**config.mk**
```make
export PLATFORM = sky130hd
export DESIGN_NAME = fetch_redirect_ctrl
export DESIGN_NICKNAME = d
export VERILOG_FILES = /design/src/rtl/fetch_redirect_ctrl_pkg.sv /design/src/rtl/fetch_redirect_ctrl_ds_wait_timer.sv /design/src/rtl/fetch_redirect_ctrl.sv
export SDC_FILE = /design/constraint.sdc
export NUM_CORES = 1
export LEC_CHECK = 0
export BUFFER_PORTS_ARGS = -buffer_cell sky130_fd_sc_hd__clkbuf_2
export CELL_PAD_IN_SITES_DETAIL_PLACEMENT = 0
export CELL_PAD_IN_SITES_GLOBAL_PLACEMENT = 1
export CORE_ASPECT_RATIO = 0.6
export CORE_MARGIN = 4
export CORE_UTILIZATION = 38
export CTS_CLUSTER_SIZE = 25
export DETAILED_ROUTE_END_ITERATION = 12
export PLACE_DENSITY = 0.78
export SLEW_MARGIN = 20
export SYNTH_ARGS = -nofsm -noshare
export SYNTH_HDL_FRONTEND = slang
export SYNTH_SLANG_ARGS = --single-unit
```
**constraint.sdc**
```tcl
create_clock -name clk -period 4 [get_ports clk]
set_input_delay 0.8 -clock clk [delete_from_list [all_inputs] [get_ports clk]]
set_output_delay 0.8 -clock clk [all_outputs]
set_load 0.1 [all_outputs]
```
**src/rtl/fetch_redirect_ctrl_pkg.sv**
```systemverilog
// fetch_redirect_ctrl_pkg
// Shared definitions for the fetch redirect controller.
//   - redirect_state_e   : controller state encoding
//   - DS_TIMEOUT_DEFAULT : default number of cycles to wait for a delay-slot
//                          bundle before the redirect is forced
package fetch_redirect_ctrl_pkg;

  localparam int DS_TIMEOUT_DEFAULT = 15;

  typedef enum logic [1:0] {
    IDLE    = 2'd0,
    WAIT_DS = 2'd1,
    PEND    = 2'd2
  } redirect_state_e;

endpackage

```
**src/rtl/fetch_redirect_ctrl_ds_wait_timer.sv**
```systemverilog
// ds_wait_timer
// Counts the cycles spent waiting for a delay-slot bundle and flags the cycle
// in which the count reaches TIMEOUT.
// Ports:
//   clk       : clock
//   rst       : asynchronous active-high reset
//   i_clear   : force the count to zero
//   i_enable  : advance the count by one
//   o_expired : this cycle's increment brings the count to TIMEOUT
module ds_wait_timer #(
  parameter int TIMEOUT = 15
) (
  input  logic clk,
  input  logic rst,
  input  logic i_clear,
  input  logic i_enable,
  output logic o_expired
);

  localparam int W = (TIMEOUT < 1) ? 1 : $clog2(TIMEOUT + 1);

  logic [W-1:0] r_count;

  // The count starts at zero on entry to the wait, so the first wait cycle sees
  // zero. Flagging at TIMEOUT-1 makes the controller leave after exactly
  // TIMEOUT wait cycles.
  assign o_expired = (r_count == W'(TIMEOUT - 1));

  always_ff @(posedge clk or posedge rst) begin
    if (rst) begin
      r_count <= '0;
    end else if (i_clear) begin
      r_count <= '0;
    end else if (i_enable) begin
      r_count <= r_count + W'(1);
    end
  end

endmodule

```
**src/rtl/fetch_redirect_ctrl.sv**
```systemverilog
// fetch_redirect_ctrl
// Arbitrates backend and IF3 predecode redirects into a single registered PC
// redirect toward IF1. A redirect is held until IF1 accepts it. IF3 branches
// whose delay slot has not yet been fetched wait in WAIT_DS until the slot
// arrives or the wait times out.
// Ports:
//   clk, rst            : clock, asynchronous active-high reset
//   be_redirect_i/_pc_i : backend redirect request and target (highest priority)
//   if3_redirect_i/_pc_i: IF3 predecode redirect request and target
//   if3_rescue_ds_i     : IF3 branch needs its delay slot fetched first
//   fetch_ready_i       : IF1 accepts a new PC this cycle
//   ds_fetched_i        : delay-slot bundle has reached IF3
//   pc_redirect_o/_pc_o : redirect valid and target toward IF1
//   flush_if12_o        : kill IF1/IF2 contents
//   flush_if3_o         : kill IF3 contents
//   busy_o              : controller not idle
//   be_cnt_o, if3_cnt_o : accepted backend / IF3 redirect counts
module fetch_redirect_ctrl
  import fetch_redirect_ctrl_pkg::*;
#(
  parameter int DS_TIMEOUT = DS_TIMEOUT_DEFAULT,
  parameter int CNT_W      = 32
) (
  input  logic             clk,
  input  logic             rst,
  input  logic             be_redirect_i,
  input  logic [31:0]      be_redirect_pc_i,
  input  logic             if3_redirect_i,
  input  logic [31:0]      if3_redirect_pc_i,
  input  logic             if3_rescue_ds_i,
  input  logic             fetch_ready_i,
  input  logic             ds_fetched_i,
  output logic             pc_redirect_o,
  output logic [31:0]      pc_redirect_pc_o,
  output logic             flush_if12_o,
  output logic             flush_if3_o,
  output logic             busy_o,
  output logic [CNT_W-1:0] be_cnt_o,
  output logic [CNT_W-1:0] if3_cnt_o
);

  redirect_state_e r_state;
  logic            r_pcRedirect;
  logic [31:0]     r_target;
  logic            r_flushIf12;
  logic            r_flushIf3;
  logic            r_busy;
  logic [CNT_W-1:0] r_beCnt;
  logic [CNT_W-1:0] r_if3Cnt;

  logic w_inWaitDs;
  logic w_timerExpired;

  assign w_inWaitDs = (r_state == WAIT_DS);

  // Holding the timer clear outside WAIT_DS guarantees every wait starts at zero.
  ds_wait_timer #(
    .TIMEOUT (DS_TIMEOUT)
  ) u_ds_wait_timer (
    .clk       (clk),
    .rst       (rst),
    .i_clear   (!w_inWaitDs),
    .i_enable  (w_inWaitDs),
    .o_expired (w_timerExpired)
  );

  // Single-process FSM. Every output is registered and written alongside the
  // state change that implies it. Flushes are one-cycle pulses, so they default
  // low. A backend request preempts whatever the FSM is doing, including a
  // same-cycle IF3 request and a same-cycle IF1 acceptance.
  always_ff @(posedge clk or posedge rst) begin
    if (rst) begin
      r_state      <= IDLE;
      r_pcRedirect <= 1'b0;
      r_target     <= 32'h0;
      r_flushIf12  <= 1'b0;
      r_flushIf3   <= 1'b0;
      r_busy       <= 1'b0;
      r_beCnt      <= '0;
      r_if3Cnt     <= '0;
    end else begin
      r_flushIf12 <= 1'b0;
      r_flushIf3  <= 1'b0;
      if (be_redirect_i) begin
        r_state      <= PEND;
        r_target     <= be_redirect_pc_i;
        r_pcRedirect <= 1'b1;
        r_busy       <= 1'b1;
        r_flushIf12  <= 1'b1;
        r_flushIf3   <= 1'b1;
        r_beCnt      <= r_beCnt + CNT_W'(1);
      end else begin
        case (r_state)
          IDLE: begin
            if (if3_redirect_i) begin
              r_target <= if3_redirect_pc_i;
              r_busy   <= 1'b1;
              r_if3Cnt <= r_if3Cnt + CNT_W'(1);
              if (if3_rescue_ds_i) begin
                r_state <= WAIT_DS;
              end else begin
                r_state      <= PEND;
                r_pcRedirect <= 1'b1;
                r_flushIf12  <= 1'b1;
              end
            end
          end
          WAIT_DS: begin
            if (ds_fetched_i || w_timerExpired) begin
              r_state      <= PEND;
              r_pcRedirect <= 1'b1;
              r_flushIf12  <= 1'b1;
            end
          end
          PEND: begin
            if (fetch_ready_i) begin
              r_state      <= IDLE;
              r_pcRedirect <= 1'b0;
              r_busy       <= 1'b0;
            end
          end
          default: begin
            r_state      <= IDLE;
            r_pcRedirect <= 1'b0;
            r_busy       <= 1'b0;
          end
        endcase
      end
    end
  end

  assign pc_redirect_o    = r_pcRedirect;
  assign pc_redirect_pc_o = r_target;
  assign flush_if12_o     = r_flushIf12;
  assign flush_if3_o      = r_flushIf3;
  assign busy_o           = r_busy;
  assign be_cnt_o         = r_beCnt;
  assign if3_cnt_o        = r_if3Cnt;

endmodule

```
After elaboration in Yosys (flattened, before gate mapping)
Cells that the tools add are included.
{ "classes": {"n_reduce_logical": 9, "bitwise_logic": 1, "addsub": 3, "eq_ne": 8, "muxes": 25} }
{ "op_table": {"columns": ["cell", "n"], "rows": [
  ["$mux W32", 3],
  ["$add A32 B1 Y32 const B", 2],
  ["$mux W1", 12],
  ["$ne A3 B3 Y1 const B", 4],
  ["$mux W2", 5],
  ["$reduce_and A3 Y1", 3],
  ["$pmux W1 S3", 2],
  ["$pmux W2 S3", 1],
  ["$add A4 B1 Y4 const B", 1],
  ["$eq A4 B4 Y1 const B", 1],
  ["$mux W4", 1],
  ["$reduce_and A4 Y1", 1],
  ["$reduce_bool A2 Y1", 2],
  ["$eq A2 B1 Y1 const B", 1],
  ["$eq A2 B2 Y1 const B", 1],
  ["$logic_not A2 Y1", 1],
  ["$ne A2 B2 Y1 const B", 1],
  ["$pmux W1 S2", 1],
  ["$reduce_and A2 Y1", 1],
  ["$logic_or A1 B1 Y1", 1],
  ["$not A1 Y1", 1]
]} }
{ "totals": {"regBits": 106} }

Longest topological paths before layout
Gate-level depths: netlist (run 1).
{ "logic_depth": {"depth_word": 5, "depth_mapped": 7} }

Hierarchy
Synthesis (run 1) repeated with hierarchy kept, for this count alone.
{ "hier_totals": {"cells_unflattened": 446, "hier_area_um2": 4844.6} }
{ "modules_own_cells": {"columns": ["module", "area_per_inst_um2", "seq_area_each_um2", "cells_per_inst", "instances"], "rows": [
  ["fetch_redirect_ctrl", 4628.2, 2552.4, 426, 1],
  ["ds_wait_timer", 216.5, 100.1, 20, 1]
]} }

Least setup slack after synthesis (run 1)
OpenSTA, ideal clock, no wires.
{ "synth_timing": {"path_type": "reg-to-reg", "startpoint": "reg r_beCnt[0] (netlist: be_cnt_o[0])", "endpoint": "reg r_beCnt[30] (netlist: be_cnt_o[30])", "stages_incl_launch_ff": 6, "n_path_buf": 0, "arrival_ps": 2402, "setup_time_ps": 158, "setup_slack_ps": 1440, "cell_sequence": "dfrtp_1 -> ha_1 -> nand4_1 -> nor4_2 -> nand4_1 -> xnor2_1"} }
{ "synth_between": {"elab_chain_cells": 1} }
{ "synth_rtl": {"columns": ["item", "line_no", "rtl"], "rows": [
  ["start, declared", "fetch_redirect_ctrl.sv:48", "logic [CNT_W-1:0] r_beCnt;"],
  ["start signal, assigned", "fetch_redirect_ctrl.sv:91", "r_beCnt <= r_beCnt + CNT_W'(1);"],
  ["$add A32 B1 Y32", "fetch_redirect_ctrl.sv:91", null]
]} }
No other way between the ends.
A chain may end at the register's enable or synchronous reset.

Final worst setup path (run 1)
{ "layout_timing": {"startpoint": "in be_redirect_i", "endpoint": "reg r_if3Cnt[21] (netlist: if3_cnt_o[21])"} }
{ "layout_between": {"elab_chain_cells": 2} }
{ "layout_rtl": {"columns": ["item", "line_no", "rtl"], "rows": [
  ["start, declared", "fetch_redirect_ctrl.sv:26", "input logic be_redirect_i,"],
  ["$not A1 Y1 (no source line)", null, null],
  ["$reduce_and A3 Y1 (no source line)", null, null],
  ["end signal, assigned", "fetch_redirect_ctrl.sv:98", "r_if3Cnt <= r_if3Cnt + CNT_W'(1);"],
  ["end, declared", "fetch_redirect_ctrl.sv:49", "logic [CNT_W-1:0] r_if3Cnt;"]
]} }
No other way between the ends.

==> metrics.cfg, run 1 <==
[synth]
synthCells = 445
yosysTopAreaCellShare = 0.546
ys_async_sr_fraction = 1.00
ys_seq_area_frac = 0.546
synth_edf_count = 0
yosysWarnings = 0
syn-num-nets = 520
synth_ff_type = dfrtp_1
post_synth.cell_area_avg_sq_um = 10.9
synthTopCellsByArea = dfrtp_1, xnor2_1, mux2i_1
syn_area_sq_um = 4850
ys_ff_latch = 106
yosysTopAreaCell = dfrtp_1
synthDistinctLibCells = 37

[drt]
drtAntennaViolNets = 0
wire_per_inst_um = 14.9
viasPerCell = 4.88
first_iter_violations = 202
via_count = 3796
drc_errors = 0
wirelength_um = 11600
dr.pass1.iters = 4

[power_and_ir_drop]
p_clk_frac = 0.284
power.leakage_nw = 3.09
p_switching_mw = 1.48
irDropWorstVdd_uv = 328
switching_share = 0.435
pwr-share-seq = 0.383
power.internal_mw = 1.91
powerDensity_nw_per_um2 = 549
p_comb_frac = 0.333

[timing]
rsz0062_at_grt = false
finalSetupViolCount = 0
maxSlewHeadroom = 0.428
min_period_over_period = 0.633
worstMarginPinSlew_ns = 0.852
worst_slack_ns = 1.47
fmax_ghz = 0.395
tns_ns = 0
skew_ns = 0.00573
hold_viol = 0
maxSlewViolCount = 0
period_needed_ns = 2.53

[worst_hold_path]
hold_path.class = reg2reg

[clock_network]
cts_resized = 0
numCtsBuffers = 9
cts_setup_buffers = 0
clockBufferDepth = 2
postCtsHoldBufs = 0
insertion_delay_ns = 0.34
htree_levels = 3
clk_pin_slew_worst_paths_ns = 0.07
cts_tree = done
cts.sinks = 106
cts_root_buf = clkbuf_16

[placement]
dp_slack_ns = 1.11
io_buffers = 170
place_congestion = 0.790
dp_hpwl_um = 8690

[die]
die_x_um = 154
start_util = 0.396
die_area_sq_um = 14700
ioPinCount = 171
fp-row-count = 31
core_area_sq_um = 12300
die_y_um = 95.6

[global_routing]
grt_pass1_wl_um = 19100
grt.overflow.total = 0
antenna_found_initial = 0
grt_max_degree = 88
first_global_vias = 3730
track_usage = 0.161

[run]
maxCapViolCount = 0

[worst_setup_path]
arrival_ns = 2.75
worstSetupPathType = in2reg
crit_fanout = 12
cp-start-kind = primary input
critPathRequiredTime_ns = 4.22
end_kind = flop

[cells_and_area]
area_growth_pct = 27.1
layout.nets = 683
antenna_cells = 0
drive_above_1_share = 0.325

[run_status]
status = completed

[cells in the final DEF (no fill, tap or decap), types with 2 or more instances in the layout]
cell type	netlist	layout
buf_4	1	3
and3_1	8	8
and4_1	6	6
xnor2_1	42	42
a21oi_1	32	32
nand3_1	18	18
nor2_1	49	49
nor4_4	2	2
nor4_1	3	3
nor4b_1	4	4
clkinvlp_4	0	2
nand4_1	22	22
nand2_1	31	31
xor2_1	22	22
bufinv_16	0	2
a21o_1	2	2
ha_1	4	4
clkinv_4	0	2
dfrtp_1	106	106
clkbuf_16	0	9
and2_1	4	4
nor3_1	12	12
o21ai_0	2	2
clkbuf_2	0	170
inv_6	0	2
mux2i_1	33	33
nand2b_1	2	2
inv_1	9	8
[cell families (layout without fill, tap and decap cells)]
kind of cell / count (synthesis) / count (layout) / share of synthesized area
and+or+nand+nor: 167 / 167 / 0.184
DFF: 106 / 106 / 0.546
xor gates and xnor gates: 64 / 64 / 0.115
AOI/OAI and AO/OA: 40 / 40 / 0.0443
muxes: 34 / 34 / 0.0704
buffers and inverters: 30 / 198 / 0.0291
adders and majority gates: 4 / 4 / 0.0103
[critical path: stages]
cell and delay (ns):
clkbuf_2 0.13, or4b_1 0.71, nor4_4 0.74, nand3_1 0.20, xnor2_1 0.18
[cell usage after synthesis (2+ instances only)]
cell / count
dfrtp_1: 106
nor2_1: 49
xnor2_1: 42
mux2i_1: 33
a21oi_1: 32
nand2_1: 31
nand4_1: 22
xor2_1: 22
nand3_1: 18
nor3_1: 12
clkbuf_1: 10
inv_1: 9
and3_1: 8
and4_1: 6
buf_1: 5
and2_1: 4
ha_1: 4
nor4b_1: 4
buf_6: 3
nor4_1: 3
a21o_1: 2
buf_2: 2
nand2b_1: 2
nor4_4: 2
o21ai_0: 2
[final cells by class]
cell class / instances / area [sq um]
multi-input combinational: 309 / 2070
fill: 1155 / 6090
clock buffer: 9 / 225
inverter: 9 / 38.8
timing repair buffer: 173 / 873
tap: 165 / 206
clock inverter: 7 / 101
sequential: 106 / 2650
[path summary, 6_finish.rpt]
check / start / endpoint / slack [ns] / cells past startpoint
min in group asynchronous: rst / pc_redirect_pc_o[10]$_DFFE_PP0P_ / 0.58 / 2
setup reg to reg: r_state[0]$_DFFE_PP0P_ / if3_cnt_o[21]$_DFFE_PP0P_ / 1.56 / 4
setup / recovery: be_redirect_i / if3_cnt_o[21]$_DFFE_PP0P_ / 1.47 / 5
hold reg to reg: be_cnt_o[31]$_DFFE_PP0P_ / be_cnt_o[31]$_DFFE_PP0P_ / 0.47 / 1
hold / removal: be_cnt_o[31]$_DFFE_PP0P_ / be_cnt_o[31]$_DFFE_PP0P_ / 0.47 / 1
max in group asynchronous: rst / if3_cnt_o[8]$_DFFE_PP0P_ / 2.67 / 3
[power groups by stage]
stage / logic, mW / registers, mW / clock network, mW
global route: 1.18 / 1.32 / 1.03
global placement: 1.13 / 1.31 / 0
finish: 1.13 / 1.30 / 0.961
floorplan: 0.191 / 2.03 / 0
CTS: 1.14 / 1.30 / 0.996
detailed placement: 1.14 / 1.32 / 0
[metal layers]
layer / vias to the layer above / share of wire / GRT usage
li1: 1856 / - / -
met1: 1790 / 0.47 / 0.226
met2: 135 / 0.43 / 0.237
met3: 15 / 0.088 / 0.0562
met4: 0 / 0.014 / 0.0478
met5: - / 0 / 0
[per-stage QoR]
stage	total power [mW]	hold WS (ns)	utilization	instances	instance area [sq um]
floorplan	2.22	0.454	-	445	4850
global placement	2.45	0.454	0.477	762	5840
detailed placement	2.46	0.463	0.477	762	5840
CTS	3.44	0.473	0.503	778	6170
global route	3.53	0.487	0.503	778	6170
finish	3.39	0.471	0.503	778	6170
[flip-flops by register name (all words and copies together) (netlist names)]
register                 cells
flush_if12_o                 1
u_ds_wait_timer.r_count      4
if3_cnt_o                   32
pc_redirect_o                1
pc_redirect_pc_o            32
be_cnt_o                    32
flush_if3_o                  1
busy_o                       1
r_state                      2
No activity file was read; power rests on OpenSTA's default activity.
==> run 2: changes to the inputs <==
==> constraint.sdc (replaced) <==
create_clock -name clk -period 2.61 [get_ports clk]
set_input_delay 0.522 -clock clk [delete_from_list [all_inputs] [get_ports clk]]
set_output_delay 0.522 -clock clk [all_outputs]
set_load 0.1 [all_outputs]
==> run 2 against run 1 <==
Net effect: design area rose by 0.53%; first-iteration DRC count up 4.5%; clock power is 45% higher; utilization grew 0.27 points; wire length increased by 3.6%; largest power group unchanged; highest routed layer is now met5.
==> metrics.cfg, run 2 (synthesis gave the netlist of run 1 again) <==
[power_and_ir_drop]
power_mw = 5.12
powerDensity_nw_per_um2 = 825
power.leakage_nw = 3.11
irDropWorstVdd_uv = 478

[clock_network]
clk_pin_slew_worst_paths_ns = 0.08
cts_tree = done
clockBufferDepth = 2
numCtsBuffers = 9
cts.sinks = 106
cts_resized = 0
postCtsHoldBufs = 0
cts_setup_buffers = 0
htree_levels = 3
insertion_delay_ns = 0.35
cts_root_buf = clkbuf_16

[timing]
min_period_over_period = 0.836
finalHoldWorstSlack_ns = 0.130
rsz0062_at_grt = false
hold_viol = 0
maxSlewViolCount = 0
period_needed_ns = 2.18
finalSetupViolCount = 0
skew_ns = 0.00889
fmax_ghz = 0.458
tns_ns = 0
worst_slack_ns = 0.427
worstMarginPinSlew_ns = 1.02
maxSlewHeadroom = 0.316

[cells_and_area]
layout.nets = 689
n_fill_cell = 1163
final_common_cell = clkbuf_2
drive_above_1_share = 0.330
instances_no_fill = 784
final_cell_mix = clkbuf_2, dfrtp_1, nor2_1
antenna_cells = 0
area_growth_pct = 27.8
fin_util = 0.506
postLayoutCellArea_sq_um = 6200

[die]
die_area_sq_um = 14700
fp-row-count = 31
start_util = 0.396
die_x_um = 154
core_area_sq_um = 12300
die_y_um = 95.6
ioPinCount = 171

[placement]
dpl_cell_area_sq_um = 5900
place_congestion = 0.781
io_buffers = 170
dp_hpwl_um = 9220
dp_slack_ns = 0.254
dp_cells = 768

[drt]
wirelength_um = 12000
drc_errors = 0
via_count = 3805
drtAntennaViolNets = 0
wire_per_inst_um = 15.3
dr.pass1.iters = 5
viasPerCell = 4.85
first_iter_violations = 211

[global_routing]
first_global_vias = 3744
grt_max_degree = 62
track_usage = 0.167
grt.overflow.total = 0
antenna_found_initial = 1
grt_pass1_wl_um = 19600

[worst_setup_path]
worstSetupPathType = reg2reg
critPathRequiredTime_ns = 2.84
end_kind = flop
crit_fanout = 12
arrival_ns = 2.41
worst_r2r_startpoint = r_state[0]$_DFFE_PP0P_
crit_start = r_state[0]$_DFFE_PP0P_
cp-start-kind = flop

[run]
maxCapViolCount = 0

[worst_hold_path]
hold_path.class = in2async

[run_status]
status = completed

-- run 2: cell count changes in the layout (fill, tap and decap cells not counted), sizes merged --
cell	delta
clkbuf	+1
bufinv	-1
buf	+6
clkinvlp	+1
clkinv	-1
-- run 2: cell type report --
type                    instances  area, sq um  area share
clock buffers                  10          229      0.0369
clock inverters                 6         73.8      0.0119
inverters                       9         37.5     0.00605
multi-input cells             309         2070       0.334
flip-flops and latches        106         2650       0.428
well taps                     165          206      0.0333
repair buffers                179          931       0.150
-- run 2: path summary, 6_finish.rpt --
kind,slack (ns),to,depth (start not counted)
max,0.43,if3_cnt_o[29]$_DFFE_PP0P_,5
min,0.13,if3_cnt_o[13]$_DFFE_PP0P_,2
max reg2reg,0.43,if3_cnt_o[29]$_DFFE_PP0P_,5
min reg2reg,0.48,if3_cnt_o[31]$_DFFE_PP0P_,1
max in group asynchronous,1.77,pc_redirect_pc_o[15]$_DFFE_PP0P_,3
min in group clk,0.48,pc_redirect_pc_o[4]$_DFFE_PP0P_,3
-- run 2: layer usage --
metal	up-vias	routed length [um]	GRT usage
met5	-	20	0
met4	2	119	0.0397
met3	12	899	0.0626
met2	116	5070	0.236
met1	1798	5920	0.242
li1	1877	-	-
-- run 2: worst max-delay path, stage by stage, from the launching register on --
cell and delay, ns:
dfrtp_1 0.49, or4b_1 0.73, nor4_4 0.33, buf_4 0.23, nand4_1 0.13, xnor2_1 0.16
-- run 2: power by group --
part / internal [mW] / total [mW] / leakage (nW) / switching (mW)
logic: 0.290 / 1.74 / 1.62 / 1.45
registers: 1.80 / 1.99 / 1.35 / 0.192
clock network: 0.757 / 1.39 / 0.141 / 0.630
